**config.mk**
```make
export PLATFORM = sky130hd
export DESIGN_NAME = osd_cmd_tx
export DESIGN_NICKNAME = d
export VERILOG_FILES = /design/src/rtl/osd_pkg.sv /design/src/rtl/spi_clk_div.sv /design/src/rtl/osd_cmd_tx.sv
export SDC_FILE = /design/constraint.sdc
export NUM_CORES = 1
export LEC_CHECK = 0
export ABC_AREA = 1
export CAP_MARGIN = 30
export CORE_MARGIN = 3
export CORE_UTILIZATION = 59
export CTS_BUF_LIST = sky130_fd_sc_hd__clkbuf_2
export DETAILED_ROUTE_END_ITERATION = 10
export GPL_TIMING_DRIVEN = 0
export PLACE_DENSITY = 0.94
export SLEW_MARGIN = 20
export SYNTH_ARGS = -nofsm -noshare
export SYNTH_HDL_FRONTEND = slang
export SYNTH_SLANG_ARGS = --single-unit
```
**constraint.sdc**
```tcl
create_clock -name clk_sys -period 3.3 [get_ports clk_sys]
set_clock_uncertainty 0.2 [all_clocks]
set_input_delay 0.825 -clock clk_sys [delete_from_list [all_inputs] [get_ports clk_sys]]
set_output_delay 0.825 -clock clk_sys [all_outputs]
set_load 0.02 [all_outputs]
```
**src/rtl/osd_pkg.sv**
```systemverilog
// -----------------------------------------------------------------------------
// osd_pkg
// Shared definitions for the OSD command transmitter: command opcodes, line
// geometry, the transmitter state encoding and small helper functions.
// -----------------------------------------------------------------------------
package osd_pkg;

    // Command opcodes understood by the OSD controller.
    localparam logic [7:0] OSD_CMD_WRITE   = 8'h20;  // low 5 bits carry the line number
    localparam logic [7:0] OSD_CMD_DISABLE = 8'h40;
    localparam logic [7:0] OSD_CMD_ENABLE  = 8'h41;

    // Bytes per OSD line; also the largest payload a single frame may carry.
    localparam int unsigned OSD_LINE_BYTES = 256;

    typedef enum logic [2:0] {
        IDLE,
        SETUP,
        SHIFT_LO,
        SHIFT_HI,
        FETCH,
        HOLD,
        GAP
    } osd_state_t;

    // Payload lengths above one full line are clamped to one full line.
    function automatic logic [8:0] clamp_len(input logic [8:0] len);
        return (len > 9'(OSD_LINE_BYTES)) ? 9'(OSD_LINE_BYTES) : len;
    endfunction

    // States during which the frame select is held low.
    function automatic logic frame_active(input osd_state_t s);
        return (s == SETUP) || (s == SHIFT_LO) || (s == SHIFT_HI) ||
               (s == FETCH) || (s == HOLD);
    endfunction

    // States whose duration is measured by the SCK half-period divider.
    function automatic logic div_timed(input osd_state_t s);
        return (s == SETUP) || (s == SHIFT_LO) || (s == SHIFT_HI) || (s == HOLD);
    endfunction

endpackage

```
**src/rtl/spi_clk_div.sv**
```systemverilog
// -----------------------------------------------------------------------------
// spi_clk_div
// Half-period timer for the SPI serial clock. Counts 0..CLK_DIV-1 and flags
// the last cycle of each half period. The FSM holds it in restart while it is
// in an untimed state, so every timed state begins with a full half period.
//
// Ports
//   clk_sys  in   system clock
//   reset    in   synchronous, active-high
//   restart  in   hold the count at zero (no tick while asserted)
//   tick     out  high on the final cycle of a half period
// -----------------------------------------------------------------------------
module spi_clk_div #(
    parameter int CLK_DIV = 4
) (
    input  logic clk_sys,
    input  logic reset,
    input  logic restart,
    output logic tick
);

    localparam int            CW   = (CLK_DIV > 1) ? $clog2(CLK_DIV) : 1;
    localparam logic [CW-1:0] LAST = CW'(CLK_DIV - 1);

    logic [CW-1:0] count;

    always_ff @(posedge clk_sys) begin
        // NOTE: sequential state uses non-blocking assignments so every
        // register samples pre-edge values regardless of process ordering.
        if (reset || restart) begin
            count <= '0;
        end else if (count == LAST) begin
            count <= '0;
        end else begin
            count <= count + 1'b1;
        end
    end

    // Wrapping to zero on the tick lets back-to-back timed states chain
    // without a restart cycle in between.
    assign tick = !restart && (count == LAST);

endmodule

```
**src/rtl/osd_cmd_tx.sv**
```systemverilog
// -----------------------------------------------------------------------------
// osd_cmd_tx
// Serialises one OSD command frame: a command byte followed by 0..256 payload
// bytes, MSB first, framed by an active-low select and separated from the next
// frame by a guaranteed idle gap. SCK idles low; the receiver samples SPI_DI
// on the rising edge, and SPI_DI only moves while SCK is low.
//
// Parameters
//   CLK_DIV  clk_sys cycles per SCK half-period (>= 1)
//   SS_IDLE  clk_sys cycles SPI_SS3 stays high after a frame (>= 1)
//
// Ports
//   clk_sys     in   sole clock, rising edge
//   reset       in   synchronous, active-high; aborts any frame in flight
//   cmd_valid   in   frame request
//   cmd_ready   out  request accepted when cmd_valid && cmd_ready
//   cmd[7:0]    in   command byte
//   cmd_len[8:0]in   payload byte count, clamped to 256
//   data_valid  in   payload byte available
//   data_ready  out  payload byte consumed when data_valid && data_ready
//   data[7:0]   in   payload byte
//   SPI_SCK     out  serial clock
//   SPI_SS3     out  active-low frame select
//   SPI_DI      out  serial data
//   busy        out  high from accept until the end of the idle gap
//   done        out  one-cycle pulse as SPI_SS3 returns high
// -----------------------------------------------------------------------------
module osd_cmd_tx
    import osd_pkg::*;
#(
    parameter int CLK_DIV = 4,
    parameter int SS_IDLE = 8
) (
    input  logic       clk_sys,
    input  logic       reset,
    input  logic       cmd_valid,
    output logic       cmd_ready,
    input  logic [7:0] cmd,
    input  logic [8:0] cmd_len,
    input  logic       data_valid,
    output logic       data_ready,
    input  logic [7:0] data,
    output logic       SPI_SCK,
    output logic       SPI_SS3,
    output logic       SPI_DI,
    output logic       busy,
    output logic       done
);

    localparam int            GW       = (SS_IDLE > 1) ? $clog2(SS_IDLE) : 1;
    localparam logic [GW-1:0] GAP_LAST = GW'(SS_IDLE - 1);

    osd_state_t    state, state_next;
    logic [6:0]    bits_left, bits_left_next;  // not-yet-driven bits of the current byte, MSB at [6]
    logic [2:0]    bit_cnt, bit_cnt_next;      // index of the bit currently on SPI_DI
    logic [8:0]    pay_cnt, pay_cnt_next;      // payload bytes still to fetch
    logic [GW-1:0] gap_cnt, gap_cnt_next;
    logic          di_next;

    logic phase_tick;
    logic div_restart;
    logic cmd_acc;
    logic data_acc;

    // The handshakes use the registered ready outputs, so what the DUT acts
    // on is exactly what the neighbouring blocks observe.
    assign cmd_acc     = cmd_valid && cmd_ready;
    assign data_acc    = data_valid && data_ready;
    assign div_restart = !div_timed(state);

    spi_clk_div #(
        .CLK_DIV (CLK_DIV)
    ) u_clk_div (
        .clk_sys (clk_sys),
        .reset   (reset),
        .restart (div_restart),
        .tick    (phase_tick)
    );

    // -------------------------------------------------------------------------
    // Next-state and datapath logic
    // -------------------------------------------------------------------------
    always_comb begin
        // NOTE: every variable gets a default before the case statement, so
        // no path leaves one unassigned and no latch is inferred.
        state_next     = state;
        bits_left_next = bits_left;
        bit_cnt_next   = bit_cnt;
        pay_cnt_next   = pay_cnt;
        gap_cnt_next   = gap_cnt;
        di_next        = SPI_DI;

        case (state)
            IDLE: begin
                if (cmd_acc) begin
                    state_next     = SETUP;
                    bits_left_next = cmd[6:0];
                    bit_cnt_next   = 3'd7;
                    pay_cnt_next   = clamp_len(cmd_len);
                    di_next        = cmd[7];
                end
            end

            SETUP: begin
                if (phase_tick) begin
                    state_next = SHIFT_HI;
                end
            end

            SHIFT_HI: begin
                if (phase_tick) begin
                    if (bit_cnt != 3'd0) begin
                        // Next bit goes out on the same edge SCK falls.
                        state_next     = SHIFT_LO;
                        bit_cnt_next   = bit_cnt - 3'd1;
                        di_next        = bits_left[6];
                        bits_left_next = {bits_left[5:0], 1'b0};
                    end else if (pay_cnt != 9'd0) begin
                        state_next = FETCH;
                    end else begin
                        state_next = HOLD;
                    end
                end
            end

            SHIFT_LO: begin
                if (phase_tick) begin
                    state_next = SHIFT_HI;
                end
            end

            FETCH: begin
                // SCK stays low and SPI_DI holds for as long as the source stalls.
                if (data_acc) begin
                    state_next     = SHIFT_LO;
                    bits_left_next = data[6:0];
                    bit_cnt_next   = 3'd7;
                    di_next        = data[7];
                    if (pay_cnt != 9'd0) begin
                        pay_cnt_next = pay_cnt - 9'd1;
                    end
                end
            end

            HOLD: begin
                if (phase_tick) begin
                    state_next   = GAP;
                    gap_cnt_next = '0;
                    di_next      = 1'b0;
                end
            end

            GAP: begin
                if (gap_cnt == GAP_LAST) begin
                    state_next = IDLE;
                end else begin
                    gap_cnt_next = gap_cnt + 1'b1;
                end
            end

            default: begin
                state_next = IDLE;
            end
        endcase
    end

    // -------------------------------------------------------------------------
    // State, datapath and output registers. Outputs are derived from the
    // next state so they change on the same edge as the state they describe.
    // -------------------------------------------------------------------------
    always_ff @(posedge clk_sys) begin
        if (reset) begin
            state      <= IDLE;
            bits_left  <= '0;
            bit_cnt    <= '0;
            pay_cnt    <= '0;
            gap_cnt    <= '0;
            SPI_SCK    <= 1'b0;
            SPI_SS3    <= 1'b1;
            SPI_DI     <= 1'b0;
            cmd_ready  <= 1'b0;
            data_ready <= 1'b0;
            busy       <= 1'b0;
            done       <= 1'b0;
        end else begin
            state      <= state_next;
            bits_left  <= bits_left_next;
            bit_cnt    <= bit_cnt_next;
            pay_cnt    <= pay_cnt_next;
            gap_cnt    <= gap_cnt_next;
            SPI_DI     <= di_next;
            SPI_SCK    <= (state_next == SHIFT_HI);
            SPI_SS3    <= !frame_active(state_next);
            cmd_ready  <= (state_next == IDLE);
            data_ready <= (state_next == FETCH);
            busy       <= (state_next != IDLE);
            done       <= (state == HOLD) && phase_tick;
        end
    end

endmodule

```
==> impl_metrics.ini <==
[outcome]
status = complete, no violations

[layout]
layout-drive-gt1-share = 0.0658
synthToLayoutAreaGrowth_pct = 23.8
final_common_cell = nand2_1
final_cell_area_mm2 = 0.00252
diodes = 0
fill_cells = 267
mostFrequentLayoutCells = nand2_1, nor2_1, inv_1
multi_input_area_mm2 = 0.00113
nets = 400
seqCellArea_um2 = 681

[clock_tree]
cts-hold-fix-buffers = 0
cts.reportedPaths.clkPinSlew_ns = 0.17
clk_path_buf_depth = 2
cts_setup_buffers = 0
cts.sinks = 34
cts_tree = yes
cts_root_buffer = clkbuf_2
clkLatencyLatePin_ns = 0.40
cts_htree_levels = 2
cts_resized = 0
numCtsBuffers = 5

[critical_path]
reg2reg_to = pay_cnt[3]
crit_fanout = 3
critPathMaxStageDelay_ns = 0.61
arrival_ns = 1.40
cp_top_family = buffers and inverters
cp-end-kind = output pin
crit_required_ns = 2.27
startpoint_type = flop
worstPathCellList = clkdlybuf4s50_1
regToRegSetupSlack_ns = 1.37
reg2regPathDepth = 9
reg2reg_from = pay_cnt[0]
cp_slowest_cell = clkdlybuf4s50_1
cp_num_buf_inv = 1
timing_worst_setup_path_type = flop to output pin
crit_path_start = data_ready

[logic_synthesis]
yosysSeqAreaShare = 0.334
synth.avg_cell_area_um2 = 6.31
synthCells = 323
ys_seq_elements = 34
synth_nets = 359
syn_area_mm2 = 0.00204
ys_warn_count = 0
ys_types = 24

[sta]
timing.slew.headroom = 0.606
clock.fmax_mhz = 412
finalCritPeriodShare = 0.735
period_needed_ns = 2.42
setup_tns_ns = 0
setup-violations-final = 0
slew_violations = 0
tightest_slew_ns = 0.585
rsz0062_at_grt = no
final_hold_viol_count = 0

[power]
power_w = 0.000964
p_leak_nw = 1.21
p_per_area_mw_per_mm2 = 382
irDropWorstVdd_uv = 499

[floorplan]
initial_core_util = 0.641
die-area_mm2 = 0.00420
die_y_um = 64.8
core_mm2 = 0.00318
num_io_pins = 36
die_w_um = 64.8
rows = 20

[worst_hold_path]
min_from = bit_cnt[0]
hold_end = bit_cnt[0]
holdPathStages = 1
hp-class = flop to flop

[place]
gp_congestion = 0.970
dpl_cell_area_mm2 = 0.00243
dp_hpwl_mm = 3.75
io_buffers = 34

[route]
drt_iter0_markers = 237
first_pass_iters = 5
viasPerCell = 5.50
wl_mm = 5.12
drc_errors = 0
vias = 2250
final_antenna_net_count = 0
wl_per_cell_um = 12.5

[global_routing]
antenna_found_initial = 0
grt_max_degree = 12
grt_pass1_vias = 2082
overflow = 0
grt_use_total = 0.269
grt_pass1_wl_mm = 8.81

[job]
drv_cap = 0
## layer usage
metal | vias to the layer above | wire [um] | track usage
li1 | 1120 | - | -
met1 | 1002 | 2100 | 0.310
met2 | 113 | 2470 | 0.467
met3 | 15 | 450 | 0.0780
met4 | 0 | 102 | 0.103
met5 | - | 0 | 0
## flip-flops by register name, indices dropped and copies added, names as in the netlist
signal,flops
bit_cnt,3
state,3
gap_cnt,3
bits_left,7
cmd_ready,1
SPI_DI,1
done,1
u_clk_div.count,2
busy,1
SPI_SS3,1
data_ready,1
pay_cnt,9
SPI_SCK,1
## Yosys cell counts
cell      count  area (um^2)
a21oi_1      14         70.1
a31oi_1       2         12.5
buf_2         1         5.00
buf_6         4         45.0
clkbuf_1      2         7.51
clkbuf_8      1         13.8
clkinv_2      1         5.00
dfxtp_1      34          681
ha_1          7         87.6
inv_1        37          139
inv_2         3         11.3
nand2_1      78          293
nand2_2       2         12.5
nand2_4       2         22.5
nand3_1      28          140
nand4_1       4         25.0
nor2_1       57          214
nor2_2        2         12.5
nor3_1       16         80.1
nor3_4        1         16.3
nor3b_1       1         7.51
o211ai_1      2         15.0
o21a_1        1         7.51
o21ai_0      23          115
## cells by family (layout without fill, tap and decap cells)
group           count (synthesis)  count (layout)  share of synthesized area
compound gates                 42              42                      0.108
fa+ha+maj                       7               7                     0.0430
buf+inv                        49              91                      0.111
flops                          34              34                      0.334
simple gates                  191             191                      0.404
## how the worst max path moves through the flow
stage | cells past startpoint | to | slack, ns
after detailed placement | 8 | pay_cnt[6] | 0.70
final | 1 | data_ready | 0.88
after floorplan | 7 | pay_cnt[5] | 1.38
after global routing | 1 | data_ready | 0.80
after global placement | 8 | pay_cnt[5] | 0.76
after CTS | 1 | data_ready | 0.88
## where the power goes
group / switching [W] / internal (W)
clock network: 0.000149 / 0.000202
registers: 0.0000111 / 0.000430
logic: 0.0000940 / 0.0000784
total: 0.000254 / 0.000710
## metrics by stage
step / setup WS (ns) / hold WS, ns / std cells / util
floorplan: 1.38 / 0.198 / 323 / -
global placement: 0.757 / 0.208 / 401 / 0.766
detailed placement: 0.703 / 0.217 / 401 / 0.766
CTS: 0.875 / 0.238 / 409 / 0.794
global route: 0.802 / 0.262 / 409 / 0.794
finish: 0.875 / 0.234 / 409 / 0.794
## layout make-up
cell class / count / share of cell area
Timing Repair Buffer: 34 / 0.135
Sequential cell: 34 / 0.270
Inverter: 41 / 0.0615
Tap cell: 44 / 0.0218
Multi-Input combinational cell: 240 / 0.448
Clock inverter: 3 / 0.0253
Buffer: 8 / 0.0283
Clock buffer: 5 / 0.00992
Note: power is estimated with default switching activity, not from simulation.
